<file path="src/rtl/cordic_job_ctrl.sv">
// Job sequencer for the recon CORDIC core. It latches one operand set, pulses
// recon's reset, lets recon run for a fixed number of cycles, then holds the result.
module cordic_job_ctrl #(
  parameter int WIDTH   = 15,
  parameter int ITERS   = 16,
  parameter int RST_CYC = 2
) (
  input  logic             clk,
  input  logic             reset,
  input  logic             req_valid,
  output logic             req_ready,
  input  logic             req_m,
  input  logic [WIDTH:0]   req_x,
  input  logic [WIDTH:0]   req_y,
  input  logic [WIDTH:0]   req_z,
  output logic             cordic_reset,
  output logic             cordic_m,
  output logic [WIDTH:0]   cordic_x,
  output logic [WIDTH:0]   cordic_y,
  output logic [WIDTH:0]   cordic_z,
  input  logic [WIDTH:0]   cordic_xout,
  input  logic [WIDTH:0]   cordic_yout,
  input  logic [WIDTH:0]   cordic_zout,
  output logic             rsp_valid,
  input  logic             rsp_ready,
  output logic [WIDTH:0]   rsp_x,
  output logic [WIDTH:0]   rsp_y,
  output logic [WIDTH:0]   rsp_z,
  output logic             busy,
  output logic [15:0]      job_cnt
);

  localparam int CNT_MAX = (ITERS > RST_CYC) ? ITERS : RST_CYC;
  localparam int CNT_W   = $clog2(CNT_MAX) + 1;
  localparam logic [CNT_W-1:0] LOAD_LAST = CNT_W'(RST_CYC - 1);
  localparam logic [CNT_W-1:0] RUN_LAST  = CNT_W'(ITERS - 1);

  typedef enum logic [1:0] {
    S_IDLE = 2'd0,
    S_LOAD = 2'd1,
    S_RUN  = 2'd2,
    S_DONE = 2'd3
  } state_t;

  state_t           r_state;
  state_t           w_state_next;
  logic [CNT_W-1:0] r_cnt;
  logic             r_m;
  logic [WIDTH:0]   r_x, r_y, r_z;
  logic [WIDTH:0]   r_rsp_x, r_rsp_y, r_rsp_z;
  logic [15:0]      r_job_cnt;
  logic             w_accept;
  logic             w_load_last;
  logic             w_run_last;
  logic             w_rsp_take;

  assign w_accept    = (r_state == S_IDLE) && req_valid;
  assign w_load_last = (r_state == S_LOAD) && (r_cnt == LOAD_LAST);
  assign w_run_last  = (r_state == S_RUN)  && (r_cnt == RUN_LAST);
  assign w_rsp_take  = (r_state == S_DONE) && rsp_ready;

  always_ff @(posedge clk) begin
    if (!reset) begin
      r_state <= S_IDLE;
    end else begin
      r_state <= w_state_next;
    end
  end

  always_comb begin
    w_state_next = r_state;
    case (r_state)
      S_IDLE:  if (w_accept)    w_state_next = S_LOAD;
      S_LOAD:  if (w_load_last) w_state_next = S_RUN;
      S_RUN:   if (w_run_last)  w_state_next = S_DONE;
      S_DONE:  if (w_rsp_take)  w_state_next = S_IDLE;
      default: w_state_next = S_IDLE;
    endcase
  end

  // recon sits in reset everywhere except RUN, so its outputs only evolve then.
  always_comb begin
    req_ready    = 1'b0;
    cordic_reset = 1'b1;
    rsp_valid    = 1'b0;
    busy         = 1'b1;
    case (r_state)
      S_IDLE: begin
        req_ready = 1'b1;
        busy      = 1'b0;
      end
      S_RUN:   cordic_reset = 1'b0;
      S_DONE:  rsp_valid    = 1'b1;
      default: ;
    endcase
  end

  always_ff @(posedge clk) begin
    if (!reset) begin
      r_cnt     <= '0;
      r_m       <= 1'b0;
      r_x       <= '0;
      r_y       <= '0;
      r_z       <= '0;
      r_rsp_x   <= '0;
      r_rsp_y   <= '0;
      r_rsp_z   <= '0;
      r_job_cnt <= '0;
    end else begin
      if (w_accept || w_load_last || w_run_last) begin
        r_cnt <= '0;
      end else if (r_state == S_LOAD || r_state == S_RUN) begin
        r_cnt <= r_cnt + 1'b1;
      end
      if (w_accept) begin
        r_m <= req_m;
        r_x <= req_x;
        r_y <= req_y;
        r_z <= req_z;
      end
      if (w_run_last) begin
        r_rsp_x <= cordic_xout;
        r_rsp_y <= cordic_yout;
        r_rsp_z <= cordic_zout;
      end
      if (w_rsp_take) begin
        r_job_cnt <= r_job_cnt + 16'd1;
      end
    end
  end

  assign cordic_m = r_m;
  assign cordic_x = r_x;
  assign cordic_y = r_y;
  assign cordic_z = r_z;
  assign rsp_x    = r_rsp_x;
  assign rsp_y    = r_rsp_y;
  assign rsp_z    = r_rsp_z;
  assign job_cnt  = r_job_cnt;

endmodule
</file>
<file path="config.mk">
export PLATFORM = sky130hd
export DESIGN_NAME = cordic_job_ctrl
export DESIGN_NICKNAME = d
export VERILOG_FILES = /design/src/rtl/cordic_job_ctrl.sv
export SDC_FILE = /design/constraint.sdc
export NUM_CORES = 1
export LEC_CHECK = 0
export BUFFER_PORTS_ARGS = -buffer_cell sky130_fd_sc_hd__buf_2
export CAP_MARGIN = 5
export CORE_MARGIN = 4
export CORE_UTILIZATION = 50
export CTS_BUF_LIST = sky130_fd_sc_hd__clkbuf_4 sky130_fd_sc_hd__clkbuf_8
export CTS_CLUSTER_DIAMETER = 150
export CTS_CLUSTER_SIZE = 12
export DETAILED_ROUTE_END_ITERATION = 8
export PLACE_DENSITY = 0.95
export SLEW_MARGIN = 20
export SYNTH_ARGS = -nofsm -noshare
export SYNTH_HDL_FRONTEND = slang
export SYNTH_SLANG_ARGS = --single-unit
</file>
<file path="constraint.sdc">
create_clock -name clk -period 3.6 [get_ports clk]
set_clock_uncertainty 0.1 [all_clocks]
set_input_delay 0.36 -clock clk [delete_from_list [all_inputs] [get_ports clk]]
set_output_delay 0.36 -clock clk [all_outputs]
set_load 0.02 [all_outputs]
</file>
==> impl_metrics.yaml <==
outcome:
  outcome: "finished, final reports clean"
place:
  buffer_ports.inserted: 217
  dp_hpwl_mm: 8.30
  place_congestion: 0.815
  place_worst_setup_slack_ps: 1450
  count_of_placed_standard_cells_including_taps: 848
critical_path:
  reg2reg_setup_slack_ps: 1390
  criticalPathCategory: "flip-flop to flip-flop"
  cpMostUsedCell: "sky130_fd_sc_hd__nand2_1"
  crit_arrival_ps: 2420
  slowest_delay_ps: 530
  cp_slowest_cell: "sky130_fd_sc_hd__nand2_1"
  crit_path_cell_trace: "inv_1 > ha_1 > nand2_1 > buf_4 > nand2_1 > a21oi_1"
  setup_crit_end_kind: "flip-flop"
  timing.critical_path.buf_inv: 2
  timing.critical_path.required_ps: 3810
  cp_startpoint_kind: "flip-flop"
  crit_family: "simple AND/OR/NAND/NOR gates"
  timing.critical_path.fanout_max: 30
floorplanning:
  io-pin-count: 218
  core.rowCount: 34
  fp.dieH_um: 102
  fp.dieArea_mm2: 0.0104
  die_width_um: 102
  starting_density_of_the_core_pct: 51.1
  coreArea_mm2: 0.00868
clock_network:
  clkLatencyLatePin_ps: 400
  cts_root_buf: "sky130_fd_sc_hd__clkbuf_8"
  cts_buffers: 17
  cts_resized: 0
  htreeDepth: 4
  postCtsSetupRepairBufs: 0
  clock_transition_at_the_registers_of_the_reported_paths_ps: 70
  ctsHoldBuffers: 0
  clk_path_buf_depth: 2
  clock_sinks: 120
  cts_tree: "yes"
worst_hold_path:
  worstHoldPathType: "input port to flip-flop"
job:
  cap_violations: 0
yosys:
  syn-instance-count: 550
  avgSynthCellArea_um2: 8.07
  edff_count_synth: 0
  ys_seq_area_share_pct: 54.1
  synthArstFlopShare_pct: 0
  syn-num-nets: 660
  postSynthRegisterBits: 120
  yosys_warnings: 0
  ys_types: 28
  post_synth_design_cell_area_mm2: 0.00444
  synth-main-ff-cell: "sky130_fd_sc_hd__dfxtp_1"
route:
  viasPerCell: 4.93
  detail_route.wirelength_mm: 11.5
  dr_total_vias: 4336
  routedWlPerCell_um: 13.1
  postRouteAntennaNets: 0
  drt_drc_violations_left: 0
  iter_0_drt_violations: 138
  1st_pass_router_iterations: 5
sta:
  finalHoldWorstSlack_ps: 82.7
  fmaxAchievable_mhz: 452
  sum_neg_setup_slack_ps: 0
  tightest_pin_transition_ps: 690
  post-route-period-util_pct: 61.5
  slew_limit_fails: 0
  finalWorstSetupSlack_ps: 1390
  grt_setup_unrepaired: "no"
  setup_viol: 0
  final_period_minus_worst_setup_slack_ps: 2210
  slew_headroom_pct: 53.9
  finalHoldViolCount: 0
grt:
  first_global_vias: 3866
  globalRouteTotalUtil_pct: 20.6
  grt_start_max_net_pins: 49
  grt_overflow_total: 0
  antenna_found_initial: 0
  first_pass_grt_wire_length_mm: 17.3
cells_and_area:
  layout_cells_sized_above_1_pct: 33.7
  nets: 869
  num_antenna_cells: 0
  final-instance-count-excl-fill: 879
  layout_common_cells: "sky130_fd_sc_hd__buf_2, sky130_fd_sc_hd__nand2_1, sky130_fd_sc_hd__dfxtp_1"
  layout_commonest_cell: "sky130_fd_sc_hd__buf_2"
  layout-area-overhead-vs-synth_pct: 34.5
power:
  power_density_mw_per_mm2: 603
  leakagePower_nw: 2.75
  vdd_drop_max_mv: 0.393
==> worst reg2reg max path, cell delays in order, from the launching register on <==
cell	delay, ps
sky130_fd_sc_hd__dfxtp_1	400
sky130_fd_sc_hd__inv_1	110
sky130_fd_sc_hd__ha_1	270
sky130_fd_sc_hd__nand2_1	530
sky130_fd_sc_hd__buf_4	420
sky130_fd_sc_hd__nand2_1	100
sky130_fd_sc_hd__a21oi_1	180
==> cell families (layout without fill, tap and decap cells) <==
logic type | count (synthesis) | in the layout | share of synthesized area, %
AOI/OAI and AO/OA | 108 | 108 | 13.0
and+or+nand+nor | 255 | 255 | 23.6
DFF | 120 | 120 | 54.1
xor gates and xnor gates | 15 | 15 | 2.96
adders and majority gates | 9 | 9 | 2.54
muxes | 1 | 1 | 0.226
buffers and inverters | 42 | 263 | 3.55
==> stage by stage <==
stage	area (um2)	power [W]	utilization, %
finish	5970	0.00360	68.8
global route	5970	0.00379	68.8
CTS	5970	0.00363	68.8
detailed placement	5580	0.00247	64.3
global placement	5580	0.00245	64.3
floorplan	4440	0.00218	-
==> where the power goes <==
part | leakage, nW | switching [W] | total (W) | internal, W
clock | 0.191 | 0.000521 | 0.00116 | 0.000635
combinational | 1.58 | 0.000581 | 0.000903 | 0.000322
sequential | 0.974 | 0.0000788 | 0.00154 | 0.00146
total | 2.75 | 0.00118 | 0.00360 | 0.00242
==> area by class of cell <==
cell class / instances / area (um2)
tap: 108 / 135
sequential: 120 / 2400
clock buffer: 19 / 255
inverter: 8 / 31.3
clock inverter: 12 / 129
timing repair buffer: 224 / 1140
fill: 724 / 2710
multi-input combinational: 388 / 1880
==> state kept, by name, summed over array words and instances, names as in the netlist <==
| register | cells |
|---|---|
| rsp_y | 16 |
| cordic_m | 1 |
| cordic_z | 16 |
| rsp_x | 16 |
| r_cnt | 5 |
| cordic_x | 16 |
| r_state | 2 |
| rsp_z | 16 |
| cordic_y | 16 |
| job_cnt | 16 |
==> synth_stat cells (3+ instances only) <==
library cell,instances,area share [%]
sky130_fd_sc_hd__nand3_1,5,0.56
sky130_fd_sc_hd__clkbuf_1,27,2.3
sky130_fd_sc_hd__ha_1,9,2.5
sky130_fd_sc_hd__inv_1,7,0.59
sky130_fd_sc_hd__nand4_1,9,1.3
sky130_fd_sc_hd__nor2_1,21,1.8
sky130_fd_sc_hd__a21oi_1,100,11
sky130_fd_sc_hd__xor2_1,12,2.4
sky130_fd_sc_hd__a211oi_1,3,0.51
sky130_fd_sc_hd__xnor2_1,3,0.59
sky130_fd_sc_hd__nand2_1,204,17
sky130_fd_sc_hd__dfxtp_1,120,54
sky130_fd_sc_hd__buf_1,7,0.59
sky130_fd_sc_hd__and4_1,4,0.79
==> metal layers <==
layer,wire length [um],track usage (%),part of all wire [%]
met1,4600,23.4,40
met2,5750,36.1,50
met3,1040,7.58,9.0
met4,119,6.46,1.0
met5,0,0,0
==> final timing paths <==
| path | cells past startpoint | to | startpoint |
|---|---|---|---|
| setup / recovery | 6 | cordic_x[4]$_SDFFE_PN0P_ | r_state[0]$_SDFFE_PN0P_ |
| hold reg to reg | 2 | cordic_x[12]$_SDFFE_PN0P_ | cordic_x[12]$_SDFFE_PN0P_ |
| setup reg to reg | 6 | cordic_x[4]$_SDFFE_PN0P_ | r_state[0]$_SDFFE_PN0P_ |
| hold / removal | 3 | rsp_x[2]$_SDFFE_PN0P_ | cordic_xout[2] |
No activity file was read; power rests on OpenSTA's default activity.
